File: config.mk
export PLATFORM = sky130hd
export DESIGN_NAME = sram_port_arbiter_flat
export DESIGN_NICKNAME = d
export VERILOG_FILES = /design/src/rtl/sram_port_arbiter_if.sv /design/src/rtl/sram_port_arbiter.sv /design/src/flat_wrapper.sv
export SDC_FILE = /design/constraint.sdc
export NUM_CORES = 1
export LEC_CHECK = 0
export BUFFER_PORTS_ARGS = -buffer_cell sky130_fd_sc_hd__buf_2
export CAP_MARGIN = 10
export CORE_AREA = 2 2 121 123
export DETAILED_ROUTE_END_ITERATION = 6
export DIE_AREA = 0 0 123 125
export SLEW_MARGIN = 40
export SYNTH_ARGS = -nofsm -noshare
export SYNTH_HDL_FRONTEND = slang
export SYNTH_SLANG_ARGS = --single-unit
File: constraint.sdc
create_clock -name clk -period 1.97 [get_ports clk]
set_input_delay 0 -clock clk [delete_from_list [all_inputs] [get_ports clk]]
set_output_delay 0 -clock clk [all_outputs]
set_load 0.01 [all_outputs]
File: src/rtl/sram_port_arbiter_if.sv
// rtl/sram_port_arbiter_if.sv - SRAM-like request/address/data handshake bundle
//
// One bundle carries a single SRAM-like port:
//   req      request (held until addr_ok)
//   wstrb    byte write strobes, 0 = read
//   addr     byte address
//   wdata    write data
//   addr_ok  request accepted (pulse)
//   data_ok  read data valid / write complete (pulse)
//   rdata    read data, valid only with data_ok
// master drives req/wstrb/addr/wdata; slave drives addr_ok/data_ok/rdata.
interface sram_port_arbiter_if;
    logic        req;
    logic [3:0]  wstrb;
    logic [31:0] addr;
    logic [31:0] wdata;
    logic        addr_ok;
    logic        data_ok;
    logic [31:0] rdata;

    modport master (
        output req, wstrb, addr, wdata,
        input  addr_ok, data_ok, rdata
    );

    modport slave (
        input  req, wstrb, addr, wdata,
        output addr_ok, data_ok, rdata
    );
endinterface

File: src/rtl/sram_port_arbiter.sv
// rtl/sram_port_arbiter.sv - shares one SRAM-like port between fetch and load/store requesters
//
// Ports:
//   clk    system clock
//   reset  asynchronous, active-high reset
//   inst   fetch requester (read only; its wstrb/wdata are not forwarded)
//   data   load/store requester
//   mem    the single downstream memory port
// Parameters:
//   DATA_FIRST    1 = data wins ties (bounded by MAX_DATA_RUN); 0 = ties alternate, inst first
//   MAX_DATA_RUN  consecutive data grants allowed while inst waits; 0 = unlimited
module sram_port_arbiter #(
    parameter bit DATA_FIRST   = 1'b1,
    parameter int MAX_DATA_RUN = 4
) (
    input  logic                         clk,
    input  logic                         reset,
    sram_port_arbiter_if.slave           inst,
    sram_port_arbiter_if.slave           data,
    sram_port_arbiter_if.master          mem
);

    localparam int RUN_W = (MAX_DATA_RUN > 7) ? $clog2(MAX_DATA_RUN + 1) : 3;
    localparam logic [RUN_W-1:0] RUN_MAX = RUN_W'(MAX_DATA_RUN);
    // With no limit the counter is only informative, so it just parks at all-ones.
    localparam logic [RUN_W-1:0] RUN_SAT = (MAX_DATA_RUN == 0) ? {RUN_W{1'b1}} : RUN_MAX;

    typedef enum logic [1:0] {
        IDLE,
        REQ,
        RESP
    } state_t;

    state_t           state;
    logic             owner;       // 0 = inst, 1 = data
    logic             last_grant;  // owner of the last completed transaction
    logic             rr_valid;    // a transaction has completed since reset
    logic [RUN_W-1:0] run;
    logic             pick_data;
    logic             in_req;
    logic             in_resp;

    always_comb begin
        pick_data = 1'b0;
        if (data.req && !inst.req) begin
            pick_data = 1'b1;
        end else if (data.req && inst.req) begin
            if (DATA_FIRST) begin
                pick_data = !((MAX_DATA_RUN != 0) && (run == RUN_MAX));
            end else begin
                // last_grant reads 0 out of reset, so the first tie is forced to
                // inst until a transaction has actually completed.
                pick_data = rr_valid && !last_grant;
            end
        end
    end

    always_ff @(posedge clk or posedge reset) begin
        if (reset) begin
            state      <= IDLE;
            owner      <= 1'b0;
            last_grant <= 1'b0;
            rr_valid   <= 1'b0;
            run        <= '0;
        end else begin
            case (state)
                IDLE: begin
                    if (inst.req || data.req) begin
                        owner <= pick_data;
                        state <= REQ;
                        if (pick_data) begin
                            if (inst.req && (run != RUN_SAT)) begin
                                run <= run + 1'b1;
                            end
                        end else begin
                            run <= '0;
                        end
                    end
                end
                REQ: begin
                    if (mem.addr_ok) begin
                        state <= RESP;
                    end
                end
                RESP: begin
                    if (mem.data_ok) begin
                        last_grant <= owner;
                        rr_valid   <= 1'b1;
                        state      <= IDLE;
                    end
                end
                default: state <= IDLE;
            endcase
        end
    end

    assign in_req  = (state == REQ);
    assign in_resp = (state == RESP);

    // Request fields are muxed live from the owner; requesters hold them until addr_ok.
    assign mem.req   = in_req;
    assign mem.addr  = !in_req ? 32'h0 : (owner ? data.addr : inst.addr);
    assign mem.wstrb = (in_req && owner) ? data.wstrb : 4'h0;
    assign mem.wdata = (in_req && owner) ? data.wdata : 32'h0;

    assign inst.addr_ok = in_req  && !owner && mem.addr_ok;
    assign data.addr_ok = in_req  &&  owner && mem.addr_ok;
    assign inst.data_ok = in_resp && !owner && mem.data_ok;
    assign data.data_ok = in_resp &&  owner && mem.data_ok;

    assign inst.rdata = mem.rdata;
    assign data.rdata = mem.rdata;

endmodule

File: src/flat_wrapper.sv
// flat-port wrapper written by rule: the top's interface ports become plain ports
module sram_port_arbiter_flat 
#(
    parameter bit DATA_FIRST   = 1'b1,
    parameter int MAX_DATA_RUN = 4
)
  (clk, reset, inst_req, inst_wstrb, inst_addr, inst_wdata, inst_addr_ok, inst_data_ok, inst_rdata, data_req, data_wstrb, data_addr, data_wdata, data_addr_ok, data_data_ok, data_rdata, mem_req, mem_wstrb, mem_addr, mem_wdata, mem_addr_ok, mem_data_ok, mem_rdata);
  sram_port_arbiter_if inst_i ();
  sram_port_arbiter_if data_i ();
  sram_port_arbiter_if mem_i ();
  input  logic clk;
  input  logic reset;
  input wire logic [$bits(inst_i.req)-1:0] inst_req;
  input wire logic [$bits(inst_i.wstrb)-1:0] inst_wstrb;
  input wire logic [$bits(inst_i.addr)-1:0] inst_addr;
  input wire logic [$bits(inst_i.wdata)-1:0] inst_wdata;
  output wire logic [$bits(inst_i.addr_ok)-1:0] inst_addr_ok;
  output wire logic [$bits(inst_i.data_ok)-1:0] inst_data_ok;
  output wire logic [$bits(inst_i.rdata)-1:0] inst_rdata;
  input wire logic [$bits(data_i.req)-1:0] data_req;
  input wire logic [$bits(data_i.wstrb)-1:0] data_wstrb;
  input wire logic [$bits(data_i.addr)-1:0] data_addr;
  input wire logic [$bits(data_i.wdata)-1:0] data_wdata;
  output wire logic [$bits(data_i.addr_ok)-1:0] data_addr_ok;
  output wire logic [$bits(data_i.data_ok)-1:0] data_data_ok;
  output wire logic [$bits(data_i.rdata)-1:0] data_rdata;
  output wire logic [$bits(mem_i.req)-1:0] mem_req;
  output wire logic [$bits(mem_i.wstrb)-1:0] mem_wstrb;
  output wire logic [$bits(mem_i.addr)-1:0] mem_addr;
  output wire logic [$bits(mem_i.wdata)-1:0] mem_wdata;
  input wire logic [$bits(mem_i.addr_ok)-1:0] mem_addr_ok;
  input wire logic [$bits(mem_i.data_ok)-1:0] mem_data_ok;
  input wire logic [$bits(mem_i.rdata)-1:0] mem_rdata;
  assign inst_i.req = inst_req;
  assign inst_i.wstrb = inst_wstrb;
  assign inst_i.addr = inst_addr;
  assign inst_i.wdata = inst_wdata;
  assign inst_addr_ok = inst_i.addr_ok;
  assign inst_data_ok = inst_i.data_ok;
  assign inst_rdata = inst_i.rdata;
  assign data_i.req = data_req;
  assign data_i.wstrb = data_wstrb;
  assign data_i.addr = data_addr;
  assign data_i.wdata = data_wdata;
  assign data_addr_ok = data_i.addr_ok;
  assign data_data_ok = data_i.data_ok;
  assign data_rdata = data_i.rdata;
  assign mem_req = mem_i.req;
  assign mem_wstrb = mem_i.wstrb;
  assign mem_addr = mem_i.addr;
  assign mem_wdata = mem_i.wdata;
  assign mem_i.addr_ok = mem_addr_ok;
  assign mem_i.data_ok = mem_data_ok;
  assign mem_i.rdata = mem_rdata;
  sram_port_arbiter #(.DATA_FIRST(DATA_FIRST), .MAX_DATA_RUN(MAX_DATA_RUN)) u_core (.clk(clk), .reset(reset), .inst(inst_i), .data(data_i), .mem(mem_i));
endmodule
# Word-level counts from Yosys, hierarchy flattened
# Index checks and enable logic that the tools add are counted.
[totals]
regBits = 6
elab_cells = 43
[op_classes]
mux = 12
n_reduce_logical = 19
n_eq_ne = 8
add_sub_neg = 1
[op_table]
columns = ["op", "count"]
rows = [
  ["2-to-1 mux 32 bit", 3],
  ["logical AND 1 bit", 11],
  ["2-to-1 mux 2 bit", 3],
  ["2-to-1 mux 3 bit", 2],
  ["inequality test 2 bit (second input constant)", 3],
  ["one-hot mux 2 bit (3 select lines)", 1],
  ["AND reduction 3 bit", 2],
  ["2-to-1 mux 4 bit", 1],
  ["adder 3 x 1 -> 3 bit (second input constant)", 1],
  ["== test 3 bit (second input constant)", 1],
  ["logical NOT 1 bit", 3],
  ["inequality test 3 bit (second input constant)", 1],
  ["== test 2 x 1 -> 1 bit (second input constant)", 1],
  ["== test 2 bit (second input constant)", 1],
  ["logical NOT 2 bit", 1],
  ["2-to-1 mux 1 bit", 2],
  ["inequality test 2 x 1 -> 1 bit (second input constant)", 1],
  ["AND reduction 2 bit", 1],
  ["logical OR 1 bit", 1],
]

# Depth between registers and ports, before layout
# Gate-level depths: netlist of the first run.
[depth]
ltp_word = 6
depth_mapped = 8
ltp_nobuf = 5

# Worst setup path before layout of the first run
# OpenSTA, ideal clock, no wires.
[synth_path]
path_kind = "reg2reg"
startpoint = "reg u_core.state[0]"
endpoint = "reg u_core.run[2]"
path_stages_with_launch = 5
t_arrival_ps = 1138
path_buffers = 1
synth_period_minus_slack_ps = 1261
slack_ps = 709
cell_sequence = "dfrtp_1 > buf_2 > or3b_2 > o21ai_1 > o21ai_1"
[synth_via]
elab_chain_len = 2
[synth_rtl]
columns = ["item", "line_no", "rtl"]
rows = [
  ["start: declaration", "sram_port_arbiter.sv:34", "state_t state;"],
  ["start signal: assignment", "sram_port_arbiter.sv:60", "state <= IDLE;"],
  ["start signal: assignment", "sram_port_arbiter.sv:70", "state <= REQ;"],
  ["start signal: assignment", "sram_port_arbiter.sv:82", "state <= RESP;"],
  ["logical NOT 2 bit", "sram_port_arbiter.sv:66", "case (state)"],
  ["AND reduction 3 bit (no source line)", "n/a", ""],
  ["end signal: assignment", "sram_port_arbiter.sv:73", "run <= run + 1'b1;"],
  ["end: declaration", "sram_port_arbiter.sv:38", "logic [RUN_W-1:0] run;"],
]
# Every way passes these cells.
# A chain may end at the register's enable or synchronous reset.

# Worst setup path in the final report of the first run
[layout_path]
startpoint = "reg u_core.state[1]"
endpoint = "out mem_wstrb[1]"
[layout_via]
elab_chain_len = 3
[layout_rtl]
columns = ["item", "line_no", "rtl"]
rows = [
  ["== test 2 x 1 -> 1 bit", "sram_port_arbiter.sv:97", "assign in_req = (state == REQ);"],
  ["logical AND 1 bit", "sram_port_arbiter.sv:103", "assign mem.wstrb = (in_req && owner) ? data.wstrb : 4'h0;"],
  ["2-to-1 mux 4 bit", "sram_port_arbiter.sv:103", ""],
  ["end: declaration", "flat_wrapper.sv:28", "output wire logic [$bits(mem_i.wstrb)-1:0] mem_wstrb;"],
]
# Every way passes these cells.

==> flow_summary_export.csv, run 1 <==
group,metric,value,unit
outcome,status,"complete, but fails checks",
outcome,violations,"negative hold slack",
setup_path,critPathArrivalTime,1.72,ns
finish,fillers,1656,
floorplanning,start_util,0.112,
detailed_routing,first_pass_iters,3,
logic_synthesis,yosysWarnings,0,
setup_path,rr_endpoint,"u_core.state[1]",
detailed_routing,viasPerCell,3.52,
logic_synthesis,seq_area_frac_synth,0.0946,
logic_synthesis,synth_fp_nets,396,
clock_tree,worstSkewPairLatency,0.23,ns
finish,multiInputGateArea,843,um^2
logic_synthesis,synthCells,220,
logic_synthesis,synth_compound_area_frac,0.0308,
setup_path,r2r_setup_slack,0.60,ns
sta,setup_viol,0,
grt,grt_first_pass_wirelength,7800,um
power_and_ir_drop,intPower,0.00136,W
clock_tree,cts_sinks,6,
grt,grt_pass1_vias,1577,
logic_synthesis,synth.avg_cell_area,7.21,um^2
setup_path,crit_path_start_kind,"register",
clock_tree,cts_made_buffers,3,
logic_synthesis,synth_simple_gate_area_frac,0.283,
logic_synthesis,synth_top_area_frac,0.317,
power_and_ir_drop,p_seq_frac,0.116,
clock_tree,clockRootBuffer,"clkbuf_16",
sta,fin_crit_sh,0.871,
setup_path,critical_path_class,"reg2out",
floorplanning,core-area,14200,um^2
sta,relSlewSlack,0.619,
logic_synthesis,synth-xor-area-share,0,
setup_path,critPathCaptureType,"output port",
power_and_ir_drop,power.density,1190,nW/um^2
setup_path,crit_end,"mem_wstrb[1]",
logic_synthesis,netlist_area,1590,um^2
sta,finClkSkew,0.00211,ns
placed_design,io_buffer_count,178,
setup_path,crit_required,1.97,ns
finish,syn2layout_area_growth,43.5,%
floorplanning,io_pins,311,
detailed_routing,initialDrtViolationCount,38,
sta,fin_setup_tns,0,ns
logic_synthesis,yosys.cell_types.count,22,
setup_path,worstPathMaxFanout,39,
placed_design,dp.final_hpwl,4760,um
logic_synthesis,ys_ff_latch,6,
detailed_routing,postRouteAntennaNets,0,
sta,period_needed,1.72,ns
setup_path,rr_startpoint,"u_core.state[1]",
floorplanning,dieArea,15400,um^2
placed_design,globalplace.congestion,0.700,
logic_synthesis,synthMuxAreaShare,0.202,
detailed_routing,wl_per_cell,11.3,um
clock_tree,cts_max_level,1,
logic_synthesis,synthAdderAreaFrac,0.0158,
grt,antenna_found_initial,0,
sta,hold_violations,1,
clock_tree,cts_tree,"done",
floorplanning,die_width,123,um
clock_tree,clockBufferDepth,2,
logic_synthesis,synth_top_family_by_area,"buffers and inverters",
detailed_routing,drc,0,
detailed_routing,wl,5800,um
floorplanning,die_h,125,um
logic_synthesis,synth.area.top_cells,"buf_4, mux2i_1, and3_1, dfrtp_1, nor2_1",
power_and_ir_drop,p_sw_frac,0.496,
sta,hold_ws,-0.00131,ns
clock_tree,cts_setup_buffers,0,
worst_hold_path,min_from,"mem_data_ok",
power_and_ir_drop,p_switching,0.00134,W
grt,grt_usage,0.0655,
run,drv_cap,0,
power_and_ir_drop,power,0.00270,W
detailed_routing,vias,1800,
sta,worstMarginPinSlew,0.570,ns
finish,num-nets-final,505,
power_and_ir_drop,p_leak,1.46,nW
finish,diodes,0,
sta,maxSlewViolCount,0,
sta,grt_setup_unrepaired,"false",
power_and_ir_drop,clockPowerShare,0.127,
clock_tree,worst_setup_hold_path_clk_slew,0.03,ns
power_and_ir_drop,comb_power_share,0.757,
power_and_ir_drop,ir_worst_vdd,0.451,mV
grt,grt.overflow.total,0,
grt,grt_max_degree,40,
logic_synthesis,synth_area_leader_cell,"buf_4",
worst_hold_path,hold_class,"in2reg",
setup_path,cp-startpoint,"u_core.state[1]",
finish,seqCellArea,151,um^2
finish,layout-drive-gt1-share,0.579,
setup_path,ff2ff_path_depth,4,
floorplanning,fp-row-count,44,
sta,fmax,583,MHz
[synthesized netlist by cell type]
cell type / instances
o21ai_0: 3
mux2i_1: 32
and3_1: 37
nand3_1: 2
inv_1: 3
nor2_1: 33
nor3_1: 2
ha_1: 2
nor3b_1: 4
or3b_2: 1
buf_2: 6
dfrtp_1: 6
o21ai_1: 2
a211oi_1: 1
inv_2: 1
buf_6: 2
o22ai_1: 1
buf_4: 67
nand2b_1: 2
a32o_1: 1
nand2_1: 6
clkbuf_1: 6
[cells in the final DEF (no fill, tap or decap)]
master	instances
clkbuf_1	1
o21ai_1	2
and3_1	37
mux2i_1	32
nor3b_1	4
a32o_1	1
buf_4	5
nand2_1	6
nor3_1	2
dfrtp_1	5
o22ai_1	1
nor2_1	33
o21ai_0	3
buf_2	178
inv_2	1
nand3_1	2
a211oi_1	1
ha_1	2
nand2b_1	2
clkbuf_16	3
buf_12	1
inv_1	3
dlygate4sd3_1	1
or3b_2	1
dfrtp_2	1
[how the worst min path moves through the flow]
stage                            endpoint  slack [ns]  cells past startpoint
after floorplan              u_core.owner       -0.21                      1
after global routing        data_rdata[2]     0.00002                      0
after CTS                  data_rdata[13]      0.0001                      0
final                     u_core.state[1]      -0.001                      2
after global placement    u_core.state[1]       -0.06                      2
after detailed placement    u_core.run[2]       -0.07                      2
[metrics by stage]
step                setup WS, ns  instance area [um^2]   util  cells
floorplan                  0.709                  1590      -    220
global placement           0.538                  2190  0.154    507
detailed placement         0.495                  2190  0.154    507
CTS                        0.239                  2280  0.160    512
global route               0.103                  2280  0.160    512
finish                     0.253                  2280  0.160    512
[power by group through the flow]
stage	clock network (W)	logic, W	registers [W]
floorplan	0	0.00156	0.000200
global placement	0	0.00207	0.000317
detailed placement	0	0.00209	0.000318
CTS	0.000350	0.00210	0.000318
global route	0.000361	0.00230	0.000331
finish	0.000343	0.00205	0.000313
[logic make-up (layout without fill, tap and decap cells)]
group                    Yosys count  count (layout)
AND/OR/NAND/NOR                   87              87
buffers and inverters             85             193
multiplexers                      32              32
AO/OA/AOI/OAI                      8               8
flip-flops                         6               6
adder cells (fa/ha/maj)            2               2
[state kept, by name (all words and copies together), names as in the netlist]
| register | flops |
|---|---|
| u_core.owner | 1 |
| u_core.state | 2 |
| u_core.run | 3 |
[what timing repair did]
item,4_1_cts,5_1_grt
resized for setup,0,0
hold buffers,1,0
endpoints found under the hold margin,6,0
[final cells by class]
cell class / count / area share
timing repair buffer: 185 / 0.421
sequential: 6 / 0.0665
clock buffer: 4 / 0.0346
inverter: 4 / 0.00659
multi-input combinational: 129 / 0.370
tap: 184 / 0.101
[worst max-delay path, stage by stage (launching register included)]
cell and delay [ns]:
dfrtp_1 0.44, nand2b_1 0.20, inv_2 0.44, and3_1 0.27
buf_2 0.14
[routing by layer]
layer / part of all wire / up-vias / wire length, um / global-route usage
li1: - / 886 / - / -
met2: 0.49 / 126 / 2850 / 0.122
met3: 0.14 / 29 / 789 / 0.0237
met5: 0 / - / 0 / 0
met1: 0.34 / 759 / 1960 / 0.0635
met4: 0.035 / 0 / 202 / 0.0287
(Power assumes the default switching activity.)
==> run 2: changes to the inputs <==
--- a/config.mk
+++ b/config.mk
@@ -7,9 +7,10 @@
 export LEC_CHECK = 0
 export BUFFER_PORTS_ARGS = -buffer_cell sky130_fd_sc_hd__buf_2
 export CAP_MARGIN = 10
-export CORE_AREA = 2 2 121 123
+export CORE_AREA = 2 2 122 124
 export DETAILED_ROUTE_END_ITERATION = 6
-export DIE_AREA = 0 0 123 125
+export DIE_AREA = 0 0 124 126
+export SETUP_SLACK_MARGIN = 0.3
 export SLEW_MARGIN = 40
 export SYNTH_ARGS = -nofsm -noshare
 export SYNTH_HDL_FRONTEND = slang
==> constraint.sdc (replaced) <==
create_clock -name clk -period 1.83 [get_ports clk]
set_input_delay 0 -clock clk [delete_from_list [all_inputs] [get_ports clk]]
set_output_delay 0 -clock clk [all_outputs]
set_load 0.01 [all_outputs]
==> run 2 against run 1 <==
The run now ends clean. Register-to-register slack worse by 0.06 ns. Non-clock buffer count is 2 lower. Combinational power is 12% higher. Sequential share of layout area hardly changed. Clock skew is 0.0020 ns higher. Setup slack better by 0.14 ns. Cell count is 0.39% lower. Global-route usage is 0.67 points lower. Wire length is 8.5% lower. Power is 8.5% higher. Via count is 0.22% higher. Cell area is 0.93% higher. Critical endpoint is now mem_wdata[17]. Largest cell class unchanged. Largest power group unchanged.
==> flow_summary_export.csv, run 2 (synthesis gave the netlist of run 1 again) <==
group,metric,value,unit
outcome,status,"complete, no violations",
power_and_ir_drop,power,0.00293,W
placed_design,dp.final_hpwl,4340,um
clock_tree,worstSkewPairLatency,0.23,ns
grt,antenna_found_initial,0,
finish,layout-drive-gt1-share,0.586,
sta,hold_violations,0,
detailed_routing,wl_per_cell,10.4,um
detailed_routing,initialDrtViolationCount,28,
placed_design,io_buffer_count,178,
floorplanning,fp-row-count,44,
setup_path,worstPathMaxFanout,31,
sta,period_needed,1.44,ns
power_and_ir_drop,p_seq_frac,0.091,
setup_path,rr_endpoint,"u_core.run[2]",
floorplanning,core-area,14300,um^2
clock_tree,worst_setup_hold_path_clk_slew,0.03,ns
finish,diodes,0,
power_and_ir_drop,p_sw_frac,0.487,
sta,relSlewSlack,0.695,
setup_path,critPathArrivalTime,1.44,ns
setup_path,r2r_setup_slack,0.54,ns
setup_path,crit_required,1.83,ns
sta,fmax,694,MHz
detailed_routing,drc,0,
finish,largest_reg_flops,3,
run,drv_cap,0,
grt,grt_usage,0.0588,
power_and_ir_drop,ir_worst_vdd,0.427,mV
finish,largestRegisters,"u_core.run: 3 flops, u_core.state: 2 flops, u_core.owner: 1 flops",
detailed_routing,viasPerCell,3.54,
finish,regMostFlops,"u_core.run",
finish,syn2layout_area_growth,44.9,%
power_and_ir_drop,intPower,0.00150,W
setup_path,rr_startpoint,"u_core.state[0]",
setup_path,critical_path_class,"reg2out",
sta,setup_viol,0,
worst_hold_path,min_from,"mem_rdata[2]",
clock_tree,cts_tree,"done",
sta,maxSlewViolCount,0,
worst_hold_path,hold_class,"in2out",
setup_path,critPathCaptureType,"output port",
power_and_ir_drop,p_leak,1.46,nW
power_and_ir_drop,power.density,1280,nW/um^2
detailed_routing,postRouteAntennaNets,0,
detailed_routing,wl,5310,um
worst_hold_path,whs_endpoint,"inst_rdata[2]",
finish,fillers,1660,
grt,grt_pass1_vias,1539,
floorplanning,die_h,126,um
finish,num-nets-final,503,
setup_path,cp-startpoint,"u_core.state[1]",
sta,fin_setup_tns,0,ns
setup_path,crit_path_start_kind,"register",
worst_hold_path,hold-path-cell-count,0,
sta,grt_setup_unrepaired,"false",
clock_tree,cts_sinks,6,
finish,layout_commonest_cell,"buf_2",
finish,final_cell_mix,"buf_2, and3_1, nor2_1",
detailed_routing,vias,1804,
clock_tree,clockRootBuffer,"clkbuf_16",
sta,finClkSkew,0.00416,ns
grt,grt_first_pass_wirelength,7290,um
clock_tree,cts_max_level,1,
setup_path,ff2ff_path_depth,3,
clock_tree,cts_made_buffers,3,
placed_design,globalplace.congestion,0.744,
floorplanning,dieArea,15600,um^2
power_and_ir_drop,clockPowerShare,0.124,
detailed_routing,first_pass_iters,4,
clock_tree,clockBufferDepth,2,
power_and_ir_drop,p_switching,0.00143,W
floorplanning,io_pins,311,
sta,worstMarginPinSlew,0.457,ns
floorplanning,start_util,0.111,
sta,fin_crit_sh,0.787,
grt,grt.overflow.total,0,
floorplanning,die_width,124,um
power_and_ir_drop,comb_power_share,0.785,
grt,grt_max_degree,74,
-- run 2: cell count changes in the layout (fill, tap and decap cells not counted), sizes merged --
| cell | before | now |
|---|---|---|
| dlygate4sd3 | 1 | 2 |
| buf | 184 | 181 |
-- run 2: power by group through the flow --
stage                     Clock, W  Sequential [W]  Combinational, W
after CTS                 0.000371        0.000256           0.00230
after global routing      0.000384        0.000277           0.00259
final                     0.000363        0.000266           0.00230
after floorplan                  0        0.000215           0.00168
after global placement           0        0.000253           0.00228
after detailed placement         0        0.000257           0.00229
-- run 2: layer usage --
| metal | up-vias | GRT usage | part of all wire | wire length [um] |
|---|---|---|---|---|
| met2 | 134 | 0.106 | 0.47 | 2490 |
| met4 | 0 | 0.0311 | 0.040 | 212 |
| met5 | - | 0 | 0 | 0 |
| met1 | 762 | 0.0573 | 0.35 | 1850 |
| met3 | 25 | 0.0217 | 0.14 | 758 |
| li1 | 883 | - | - | - |
-- run 2: cell type report --
| cell class | instances | area (um^2) | share of cell area |
|---|---|---|---|
| sequential | 6 | 154 | 0.0670 |
| clock buffer | 4 | 78.8 | 0.0343 |
| multi-input combinational | 129 | 856 | 0.372 |
| timing repair buffer | 183 | 962 | 0.419 |
| inverter | 4 | 17.5 | 0.00762 |
| tap | 184 | 230 | 0.100 |
-- run 2: critical path, stage by stage, from the launching register on --
cell and delay, ns:
dfrtp_2 0.43, nand2b_4 0.17, inv_4 0.11, buf_12 0.17, and3_1 0.19, buf_2 0.13
-- run 2: worst max-delay path by stage --
| stage | depth (start not counted) | slack [ns] | end |
|---|---|---|---|
| floorplan | 4 | 0.57 | u_core.run[2] |
| global placement | 5 | 0.53 | mem_wdata[17] |
| detailed placement | 5 | 0.51 | mem_wdata[17] |
| CTS | 4 | 0.30 | inst_addr_ok |
| global route | 5 | 0.31 | mem_wdata[17] |
| finish | 5 | 0.39 | mem_wdata[17] |
-- run 2: what timing repair did --
action	in CTS	in global routing
setup buffers	0	0
hold buffers	2	0
pin swaps	0	0
resized for setup	1	5
endpoints found under the setup margin	5	64
endpoints found under the hold margin	7	0
-- run 2: stage by stage --
step / hold WS, ns / instances / instance area (um^2) / worst slack, ns / utilization
2_1_floorplan: -0.209 / 220 / 1590 / 0.569 / -
4_1_cts: 0.000103 / 510 / 2280 / 0.297 / 0.159
5_1_grt: 0.0000224 / 510 / 2300 / 0.312 / 0.161
3_5_place_dp: -0.0710 / 504 / 2180 / 0.514 / 0.152
3_3_place_gp: -0.0741 / 504 / 2180 / 0.530 / 0.152
6_report: 0.00000490 / 510 / 2300 / 0.389 / 0.161
